<file path="src/rtl/shift_add_mul16_pkg.sv">
// Shared definitions for the shift-and-add multiplier: FSM encoding and sizes.
package shift_add_mul16_pkg;

  // 2'b11 is unused; the FSM treats it as illegal and recovers to IDLE.
  typedef enum logic [1:0] {
    IDLE = 2'b00,
    RUN  = 2'b01,
    DONE = 2'b10
  } state_t;

  localparam int MUL_W    = 16;
  localparam int MUL_ITER = 16;

endpackage

</file>
<file path="src/rtl/shift_add_mul16_cska16.sv">
// CSKA16: 16-bit carry-skip adder built from four 4-bit ripple blocks.
// When every bit of a block propagates, the block's carry-in skips the ripple chain.
module CSKA16 (
  input  logic [15:0] A,
  input  logic [15:0] B,
  input  logic        Cin,
  output logic [15:0] Sum,
  output logic        Cout
);

  // Ripple inside each block, skip mux between blocks.
  always_comb begin
    logic       c;
    logic       c_blk_in;
    logic       rc;
    logic       p_all;
    logic       p;
    Sum = '0;
    c   = Cin;
    for (int blk = 0; blk < 4; blk++) begin
      c_blk_in = c;
      rc       = c;
      p_all    = 1'b1;
      for (int i = 0; i < 4; i++) begin
        p                 = A[blk*4+i] ^ B[blk*4+i];
        Sum[blk*4+i]      = p ^ rc;
        rc                = (A[blk*4+i] & B[blk*4+i]) | (p & rc);
        p_all             = p_all & p;
      end
      c = p_all ? c_blk_in : rc;
    end
    Cout = c;
  end

endmodule

</file>
<file path="src/rtl/shift_add_mul16.sv">
// Sequential 16x16 -> 32-bit unsigned multiplier, one shift-and-add step per clock
// through a single CSKA16. Result appears 17 clocks after the accepted start edge.
module shift_add_mul16
  import shift_add_mul16_pkg::*;
#(
  parameter int WIDTH = 16,
  parameter int CNT_W = 5
) (
  input  logic                 clk,
  input  logic                 rst_n,
  input  logic                 start,
  input  logic [WIDTH-1:0]     a,
  input  logic [WIDTH-1:0]     b,
  output logic                 busy,
  output logic                 done,
  output logic [2*WIDTH-1:0]   product
);

  // The adder is fixed-width, so only a 16-bit operand width can be built.
  if (WIDTH != MUL_W) begin : g_bad_width
    $error("shift_add_mul16: WIDTH must be 16");
  end
  if ((1 << CNT_W) <= WIDTH) begin : g_bad_cnt
    $error("shift_add_mul16: CNT_W too narrow to count WIDTH iterations");
  end

  state_t               state_q, state_d;
  logic [WIDTH-1:0]     m_q, m_d;
  logic [WIDTH-1:0]     acc_q, acc_d;
  logic [WIDTH-1:0]     q_q, q_d;
  logic [CNT_W-1:0]     cnt_q, cnt_d;
  logic [2*WIDTH-1:0]   product_q, product_d;

  logic [WIDTH-1:0]     add_b;
  logic [WIDTH-1:0]     sum;
  logic                 carry;

  // Add the multiplicand only when the current multiplier LSB is set.
  assign add_b = q_q[0] ? m_q : '0;

  CSKA16 u_adder (
    .A    (acc_q),
    .B    (add_b),
    .Cin  (1'b0),
    .Sum  (sum),
    .Cout (carry)
  );

  // Next-state, datapath update and status outputs.
  always_comb begin
    state_d   = state_q;
    m_d       = m_q;
    acc_d     = acc_q;
    q_d       = q_q;
    cnt_d     = cnt_q;
    product_d = product_q;
    busy      = 1'b0;
    done      = 1'b0;
    case (state_q)
      IDLE, DONE: begin
        done = (state_q == DONE);
        if (start) begin
          m_d     = a;
          q_d     = b;
          acc_d   = '0;
          cnt_d   = '0;
          state_d = RUN;
        end else begin
          state_d = IDLE;
        end
      end
      RUN: begin
        busy  = 1'b1;
        // Carry is kept: it shifts into the top of ACC, S[0] into the top of Q.
        acc_d = {carry, sum[WIDTH-1:1]};
        q_d   = {sum[0], q_q[WIDTH-1:1]};
        cnt_d = cnt_q + CNT_W'(1);
        if (cnt_q == CNT_W'(MUL_ITER - 1)) begin
          product_d = {carry, sum, q_q[WIDTH-1:1]};
          state_d   = DONE;
        end
      end
      default: state_d = IDLE;
    endcase
  end

  // State and datapath registers; reset discards any operation in flight.
  always_ff @(posedge clk or negedge rst_n) begin
    if (!rst_n) begin
      state_q   <= IDLE;
      m_q       <= '0;
      acc_q     <= '0;
      q_q       <= '0;
      cnt_q     <= '0;
      product_q <= '0;
    end else begin
      state_q   <= state_d;
      m_q       <= m_d;
      acc_q     <= acc_d;
      q_q       <= q_d;
      cnt_q     <= cnt_d;
      product_q <= product_d;
    end
  end

  assign product = product_q;

endmodule

</file>
<file path="config.mk">
export PLATFORM = sky130hd
export DESIGN_NAME = shift_add_mul16
export DESIGN_NICKNAME = d
export VERILOG_FILES = /design/src/rtl/shift_add_mul16_pkg.sv /design/src/rtl/shift_add_mul16_cska16.sv /design/src/rtl/shift_add_mul16.sv
export SDC_FILE = /design/constraint.sdc
export NUM_CORES = 1
export LEC_CHECK = 0
export CAP_MARGIN = 20
export CORE_ASPECT_RATIO = 1.1
export CORE_MARGIN = 2
export CORE_UTILIZATION = 55
export CTS_BUF_LIST = sky130_fd_sc_hd__clkbuf_4
export CTS_CLUSTER_SIZE = 40
export DETAILED_ROUTE_END_ITERATION = 8
export PLACE_DENSITY_LB_ADDON = 0.3
export RECOVER_POWER = 100
export SYNTH_ARGS = -nofsm -noshare
export SYNTH_HDL_FRONTEND = slang
export SYNTH_SLANG_ARGS = --single-unit
</file>
<file path="constraint.sdc">
create_clock -name clk -period 9.45 [get_ports clk]
set_input_delay 2.3625 -clock clk [delete_from_list [all_inputs] [get_ports clk]]
set_output_delay 2.3625 -clock clk [all_outputs]
set_load 0.01 [all_outputs]
</file>
Word level (Yosys, flattened, before mapping)
Index checks and enable logic that the tools add are counted.
{"block": "word_totals", "register_bits": 87, "latch_bits": 0, "ram_bits": 0, "rom_bits": 0, "inputBits": 35, "out_inout_bits": 34, "elab_cells": 123, "n_memories": 0}
{"block": "classes", "addsub": 1, "mul": 0, "n_div": 0, "n_lt_le_gt_ge": 0, "eq_ne": 5, "shift": 0, "muxes": 16, "bitwise_logic": 89, "reduce_logical": 6}
{"cell": "$pmux 16 s2", "n": 2}
{"cell": "$mux 16", "n": 3}
{"cell": "$and 1x1->1", "n": 43}
{"cell": "$xor 1x1->1", "n": 31}
{"cell": "$or 1x1->1", "n": 15}
{"cell": "$pmux 5 s2", "n": 1}
{"cell": "$mux 1", "n": 7}
{"cell": "$reduce_and 2->1", "n": 3}
{"cell": "$add 5x1->5 const B", "n": 1}
{"cell": "$eq 5x4->1 const B", "n": 1}
{"cell": "$mux 5", "n": 1}
{"cell": "$ne 2x2->1 const B", "n": 2}
{"cell": "$pmux 2 s2", "n": 1}
{"cell": "$eq 2x1->1 const B", "n": 1}
{"cell": "$eq 2x2->1 const B", "n": 1}
{"cell": "$logic_not 2->1", "n": 1}
{"cell": "$mux 2", "n": 1}
{"cell": "$reduce_bool 2->1", "n": 1}
{"cell": "$reduce_or 2->1", "n": 1}

Longest topological paths before layout
Gate-level depths: netlist of the first run.
{"block": "depth", "depth_word": 37, "ltp_mapped": 29, "mapped_depth_nobuf": 29}

Cells and area by module
From an unflattened synthesis of the first run, not the netlist that was laid out.
{"block": "hier_totals", "hier_cells": 345, "area_unflattened_um2": 4274.1}
{"mod": "shift_add_mul16", "n_inst": 1, "cells_each": 290, "area_each_um2": 3631.0, "seq_area_each_um2": 2177.1}
{"mod": "CSKA16", "n_inst": 1, "cells_each": 55, "area_each_um2": 643.1, "seq_area_each_um2": 0.0}

Least setup slack after synthesis of the first run
Ideal clock, no wire load.
{"block": "synth_path", "path_type": "reg2reg", "start": "reg q_q[0]", "end": "reg acc_q[15]", "arrival_ns": 6.949, "path_slack_ns": 2.398, "stages_incl_launch_ff": 29, "synth_period_minus_slack_ns": 7.052, "path_cell_list": "dfrtp_1 clkbuf_1 nand2_1 fa_1 fa_1 inv_1 fa_1 and2_1 fa_1 inv_1 fa_1 fa_1 fa_1 a41oi_1 a31oi_1 fa_1 fa_1 fa_1 inv_1 fa_1 nor2b_1 or2_2 fa_1 fa_1 fa_1 fa_1 nor3_1 a31oi_1 o41ai_2"}
{"block": "synth_between", "elab_chain_cells": 37, "elab_cells_between_ends": 80, "classes_between": "mux: 6; bitwise: 74"}
{"element": "from (decl)", "line_no": "shift_add_mul16.sv:30", "text": "logic [WIDTH-1:0] q_q, q_d;"}
{"element": "from (signal assigned)", "line_no": "shift_add_mul16.sv:100", "text": "q_q <= q_d;"}
{"element": "$mux 16 *", "line_no": "shift_add_mul16.sv:39", "text": "assign add_b = q_q[0] ? m_q : '0;"}
{"element": "$xor 1x1->1 / $and 1x1->1 (equally long branches)", "line_no": "shift_add_mul16_cska16.sv:25, shift_add_mul16_cska16.sv:27"}
{"element": "$and 1x1->1", "line_no": "shift_add_mul16_cska16.sv:27", "text": "rc = (A[blk*4+i] & B[blk*4+i]) | (p & rc);"}
{"element": "$or 1x1->1", "line_no": "shift_add_mul16_cska16.sv:27"}
{"element": "$and 1x1->1", "line_no": "shift_add_mul16_cska16.sv:27"}
{"element": "$or 1x1->1", "line_no": "shift_add_mul16_cska16.sv:27"}
{"element": "$and 1x1->1", "line_no": "shift_add_mul16_cska16.sv:27"}
{"element": "$or 1x1->1", "line_no": "shift_add_mul16_cska16.sv:27"}
{"element": "[... 21 more ...]"}
{"element": "$and 1x1->1", "line_no": "shift_add_mul16_cska16.sv:27"}
{"element": "$or 1x1->1", "line_no": "shift_add_mul16_cska16.sv:27"}
{"element": "$and 1x1->1", "line_no": "shift_add_mul16_cska16.sv:27"}
{"element": "$or 1x1->1", "line_no": "shift_add_mul16_cska16.sv:27"}
{"element": "$and 1x1->1", "line_no": "shift_add_mul16_cska16.sv:27"}
{"element": "$or 1x1->1", "line_no": "shift_add_mul16_cska16.sv:27"}
{"element": "$mux 1 *", "line_no": "shift_add_mul16_cska16.sv:30", "text": "c = p_all ? c_blk_in : rc;"}
{"element": "$pmux 16 s2 *", "line_no": "shift_add_mul16.sv:59", "text": "case (state_q)"}
{"element": "to (signal assigned)", "line_no": "shift_add_mul16.sv:92", "text": "acc_q <= '0;"}
{"element": "to (signal assigned)", "line_no": "shift_add_mul16.sv:99", "text": "acc_q <= acc_d;"}
{"element": "to (decl)", "line_no": "shift_add_mul16.sv:29", "text": "logic [WIDTH-1:0] acc_q, acc_d;"}
Mark *: on every way between the ends. The rest lies on a longest branch, timed or not.
A chain may end at the register's enable or synchronous reset.

Worst setup path in the final report of the first run
Same ends and word-level chain as after synthesis.

==> results_dict.tcl, run 1 <==
set metrics [dict create \
    worstSetupEndpointType "register" \
    io_buffers 68 \
    core-area_mm2 0.00739 \
    p_total_mw 1.59 \
    violations "max-capacitance violations, max-slew violations" \
    cp.arrival_ps 8110 \
    clock.fmax_ghz 0.129 \
    drtPass1Iterations 6 \
    place_congestion 0.810 \
    p_per_area_mw_per_mm2 321 \
    setup_tns_ps 0 \
    hpwl_um 5590 \
    post_synth.cell_area_avg_um2 10.7 \
    antenna_cells 0 \
    grt_max_degree 88 \
    synth.net_count 458 \
    crit_required_ps 9790 \
    layout_common_cells "nand2_1 (119), dfrtp_1 (87), dlygate4sd3_1 (34), clkdlybuf4s50_1 (33), inv_1 (31)" \
    via_per_inst 5.30 \
    finalHoldWorstSlack_ps 491 \
    slowest_delay_ps 690 \
    yosysSeqAreaShare_pct 52.4 \
    worst_pin_slew_ps 3890 \
    hold_buffers 0 \
    reg2reg_from "q_q[0]$_DFFE_PN0P_" \
    io_pins 69 \
    hold_viol 0 \
    antenna_left 0 \
    areaGrowthSynthToFinish_pct 18.9 \
    via_count 2891 \
    path_clk_slew_ps 130 \
    finalSetupViolCount 0 \
    clock-sinks 87 \
    fp-row-count 33 \
    clk_path_buf_depth 2 \
    startpoint_type "register" \
    cpMostUsedCell "fa_1" \
    antenna_found_initial 1 \
    max_slew_margin_pct -159 \
    path_class "register to register" \
    initial_core_util_pct 56.2 \
    min_period_ps 7770 \
    ctsResizeCount 0 \
    async_flop_share_pct 100 \
    syn_area_mm2 0.00415 \
    final.period_utilization_pct 82.2 \
    layout_commonest_cell "nand2_1" \
    cts_tree "built" \
    grt_pass1_wl_um 13800 \
    clock_latency_ps 450 \
    cp_slowest_cell "dfrtp_1" \
    p_leak_nw 2.39 \
    drv_slew 113 \
    post_drt_wl_per_cell_um 14.9 \
    cts_root_buf "clkbuf_4" \
    hold_start "m_q[0]$_DFFE_PN0P_" \
    finalClockSkew_ps 13.0 \
    crit_path_start "q_q[0]$_DFFE_PN0P_" \
    synth_cell_type_count 36 \
    die_w_um 86.9 \
    synthCells 390 \
    vdd_drop_max_uv 155 \
    h-tree-depth 3 \
    routed_wl_um 8150 \
    synthFlopType "dfrtp_1" \
    grt_pass1_vias 2958 \
    num-nets-final 521 \
    synth_edf_count 0 \
    rsz0062_at_grt "false" \
    grtUsageTotal_pct 22.0 \
    holdCritPathClass "register to register" \
    status "complete, but fails checks" \
    drv_cap 2 \
    ys_ff_latch 87 \
    drt_iter0_drc 223 \
    grt-ovfl-total 0 \
    die_area_mm2 0.00826 \
    die_y_um 95.1 \
    cts_setup_buffers 0 \
    regToRegSetupSlack_ps 1680 \
    crit_fanout 17 \
    cts_buffers 9 \
    drc 0 \
    layout-drive-gt1-share_pct 5.46 \
    yosys_warnings 0 \
]
-- worst max-delay path: cells and delay by family, from the launching register on --
family	cells	cell delay [ps]
buffers and inverters	4	250
and+or+nand+nor	5	960
DFF	1	690
AOI/OAI and AO/OA	4	420
adders and majority gates	16	5310
-- state kept, by name (all words and copies together) (netlist names) --
register and cells:
q_q 16, m_q 16, product 32, acc_q 16, state_q 2, cnt_q 5
-- cells in the mapped netlist, types with 2 or more instances --
cell | count | share of area, %
a22o_1 | 4 | 0.84
mux2_4 | 10 | 3.6
nand2b_1 | 2 | 0.30
nand4_1 | 4 | 0.60
dfrtp_1 | 87 | 52
nor3_1 | 2 | 0.24
buf_2 | 12 | 1.4
a31oi_1 | 2 | 0.30
o21ai_0 | 29 | 3.5
inv_1 | 30 | 2.7
buf_6 | 2 | 0.54
clkbuf_1 | 4 | 0.36
ha_1 | 18 | 5.4
a22oi_1 | 16 | 2.9
mux2_1 | 3 | 0.81
and2_1 | 5 | 0.75
nand2_1 | 119 | 11
mux2_2 | 6 | 1.6
fa_1 | 15 | 7.2
nor2b_1 | 3 | 0.45
and4_1 | 2 | 0.42
-- logic make-up after synthesis --
family	count (synthesis)	share of synthesized area, %
adders and majority gates	33	12.7
and+or+nand+nor	145	15.0
buffers and inverters	50	5.33
AOI/OAI and AO/OA	56	8.58
DFF	87	52.4
muxes	19	6.05
-- final cells by class --
class,count,area [um^2]
timing repair buffer,71,686
clock buffer,10,75.1
clock inverter,6,67.6
inverter,31,116
sequential,87,2180
fill,569,2450
tap,87,109
multi-input combinational,253,1710
-- power breakdown --
part           total, mW  leakage, nW  switching, mW  internal [mW]
Clock              0.217       0.0750          0.132         0.0851
Combinational      0.696         1.25          0.369          0.327
Sequential         0.675         1.06          0.121          0.554
-- metrics by stage --
stage               instances  cell area (um^2)  worst slack, ps  utilization, %
CTS                       544              5000             1690            67.6
detailed placement        528              4850             1740            65.7
floorplan                 390              4150             2400               -
global placement          528              4850             2020            65.7
finish                    545              4940             1680            66.9
global route              545              4940             1330            66.9
-- path summary, 6_finish.rpt --
check | end | cells after the start
min in group asynchronous | product[24]$_DFFE_PN0P_ | 1
min reg2reg | m_q[0]$_DFFE_PN0P_ | 2
max in group asynchronous | m_q[15]$_DFFE_PN0P_ | 2
min | m_q[0]$_DFFE_PN0P_ | 2
max | acc_q[15]$_DFFE_PN0P_ | 29
max reg2reg | acc_q[15]$_DFFE_PN0P_ | 29
-- routing by layer --
metal	share of wire, %	wire length (um)	global-route usage, %	up-vias
li1	-	-	-	1390
met1	45	3630	29.1	1437
met2	50	4100	35.9	49
met3	3.2	257	3.90	13
met4	1.7	142	8.98	2
met5	0.12	10	0	-
Power figures use the tool's default switching activity.
==> inputs of run 2 (changes only) <==
==> constraint.sdc (replaced) <==
create_clock -name clk -period 7.8 [get_ports clk]
set_input_delay 1.95 -clock clk [delete_from_list [all_inputs] [get_ports clk]]
set_output_delay 1.95 -clock clk [all_outputs]
set_load 0.01 [all_outputs]
==> run 2 against run 1 <==
  * The run still ends with max-capacitance violations, max-slew violations left
  * Routed wire length grew 3.4%
  * Non-clock buffer count grew 2
  * Global-route usage increased by 0.36 points
  * Maximum frequency up 4.2%
  * Via count is 0.48% higher
  * First-iteration DRC count is 48% lower
  * Cell count increased by 0.37%
  * Die area unchanged
  * Worst hold slack better by 1.5 ps
  * Clock power rose by 17%
  * Worst setup slack got worse by 1300 ps
==> results_dict.tcl, run 2 (synthesis gave the netlist of run 1 again) <==
set metrics [dict create \
    status "complete, but fails checks" \
    violations "max-capacitance violations, max-slew violations" \
    hpwl_um 5630 \
    finalHoldWorstSlack_ps 493 \
    clk_path_buf_depth 2 \
    crit_required_ps 8130 \
    hold_depth 2 \
    drtPass1Iterations 4 \
    worst_pin_slew_ps 2400 \
    worstSetupEndpointType "register" \
    grtUsageTotal_pct 22.3 \
    vdd_drop_max_uv 187 \
    areaGrowthSynthToFinish_pct 19.7 \
    grt_max_degree 88 \
    drv_cap 2 \
    met3_length_um 226 \
    layout-drive-gt1-share_pct 6.74 \
    grt-ovfl-total 0 \
    hold_viol 0 \
    slowest_delay_ps 420 \
    p_leak_nw 2.38 \
    cp_slowest_cell "dfrtp_1" \
    path_class "register to register" \
    reg2reg_from "q_q[0]$_DFFE_PN0P_" \
    pre_cts_ws_ps 419 \
    cpMostUsedCell "fa_1" \
    place_congestion 0.793 \
    die_w_um 86.9 \
    grt_pass1_wl_um 14200 \
    die_y_um 95.1 \
    regArea_mm2 0.00218 \
    dpl_cell_area_mm2 0.00486 \
    via_per_inst 5.31 \
    p_per_area_mw_per_mm2 396 \
    antenna_cells 0 \
    whs_endpoint "m_q[1]$_DFFE_PN0P_" \
    core-area_mm2 0.00739 \
    initial_core_util_pct 56.2 \
    largest_reg_flops 32 \
    io_pins 69 \
    cp.arrival_ps 7790 \
    met1_length_um 3740 \
    num-nets-final 523 \
    min_period_ps 7460 \
    drc 0 \
    post_drt_wl_per_cell_um 15.4 \
    hold_start "m_q[1]$_DFFE_PN0P_" \
    clock.fmax_ghz 0.134 \
    finalSetupViolCount 0 \
    cts_tree "built" \
    setup_tns_ps 0 \
    via_count 2905 \
    clock_latency_ps 440 \
    cts_root_buf "clkbuf_4" \
    design_area_mm2 0.00497 \
    fillerInstances 604 \
    grt_pass1_vias 3017 \
    fp-row-count 33 \
    layout_common_cells "nand2_1 (119), dfrtp_1 (87), clkdlybuf4s50_1 (66), inv_1 (30), o21ai_0 (29)" \
    fin_ws_ps 341 \
    r2r_cells 29 \
    io_buffers 68 \
    dr_wl_met2_um 4310 \
    top_layer_used "met4" \
    path_clk_slew_ps 130 \
    drt_iter0_drc 116 \
    h-tree-depth 3 \
    finalClockSkew_ps 22.2 \
    antenna_found_initial 0 \
    antenna_left 0 \
    multi_input_comb_area_mm2 0.00172 \
    holdCritPathClass "register to register" \
    cts_buffers 9 \
    layout_commonest_cell "nand2_1" \
    clock-sinks 87 \
    regToRegSetupSlack_ps 340 \
    crit_fanout 4 \
    r2r-end "acc_q[15]$_DFFE_PN0P_" \
    routed_wl_um 8420 \
    die_area_mm2 0.00826 \
    drv_slew 90 \
    startpoint_type "register" \
    max_slew_margin_pct -59.9 \
    final.period_utilization_pct 95.6 \
]
## run 2: cell types whose count changed in the layout (fill, tap and decap cells not counted), sizes merged
| cell | change |
|---|---|
| buf | +4 |
| clkbuf | -3 |
| clkdlybuf4s50 | +33 |
| clkinv | +1 |
| clkinvlp | +1 |
| dlygate4sd3 | -33 |
| inv | -1 |
## run 2: how the worst max path moves through the flow
| stage | from | endpoint | slack, ps | cells after the start |
|---|---|---|---|---|
| 2_1_floorplan | q_q[0]$_DFFE_PN0P_ | acc_q[15]$_DFFE_PN0P_ | 750 | 28 |
| 3_3_place_gp | q_q[0]$_DFFE_PN0P_ | acc_q[15]$_DFFE_PN0P_ | 710 | 28 |
| 3_5_place_dp | q_q[0]$_DFFE_PN0P_ | acc_q[15]$_DFFE_PN0P_ | 420 | 28 |
| 4_1_cts | q_q[0]$_DFFE_PN0P_ | acc_q[15]$_DFFE_PN0P_ | 300 | 28 |
| 5_1_grt | q_q[0]$_DFFE_PN0P_ | acc_q[15]$_DFFE_PN0P_ | -6 | 29 |
| 6_report | q_q[0]$_DFFE_PN0P_ | acc_q[15]$_DFFE_PN0P_ | 340 | 29 |
## run 2: report_power, final
| group | total, mW | switching [mW] | internal (mW) | leakage (nW) |
|---|---|---|---|---|
| Sequential | 0.816 | 0.144 | 0.671 | 1.06 |
| Clock | 0.253 | 0.156 | 0.0977 | 0.0700 |
| Combinational | 0.898 | 0.462 | 0.435 | 1.25 |
## run 2: layout make-up
cell class,count,share of cell area [%]
inverters,31,2.34
multi-input cells,253,34.6
clock buffers,9,1.36
repair buffers,73,14.3
flip-flops and latches,87,43.8
clock inverters,7,1.43
well taps,87,2.19
## run 2: timing repair
action,CTS,global route
setup endpoints to repair,0,2
setup buffers,0,1
gates resized for setup,0,1
hold buffers,0,0
## run 2: through the flow
| step | power [mW] | instances | utilization [%] |
|---|---|---|---|
| 6_report | 1.97 | 547 | 67.3 |
| 5_1_grt | 2.14 | 547 | 67.3 |
| 4_1_cts | 2.01 | 545 | 67.6 |
| 3_5_place_dp | 1.74 | 529 | 65.8 |
| 3_3_place_gp | 1.70 | 529 | 65.8 |
| 2_1_floorplan | 1.37 | 390 | - |
## run 2: per-layer routing
layer  vias to the layer above  GRT usage, %
li1                       1389             -
met1                      1452          30.5
met2                        51          36.2
met3                        13          3.64
met4                         0          8.07
met5                         -             0
## run 2: worst max-delay path: cells and delay by family (launching register included)
| kind | cells | cell delay [ps] |
|---|---|---|
| DFF | 1 | 420 |
| AOI/OAI and AO/OA | 4 | 420 |
| adders and majority gates | 16 | 5340 |
| buffers and inverters | 4 | 280 |
| and+or+nand+nor | 5 | 890 |
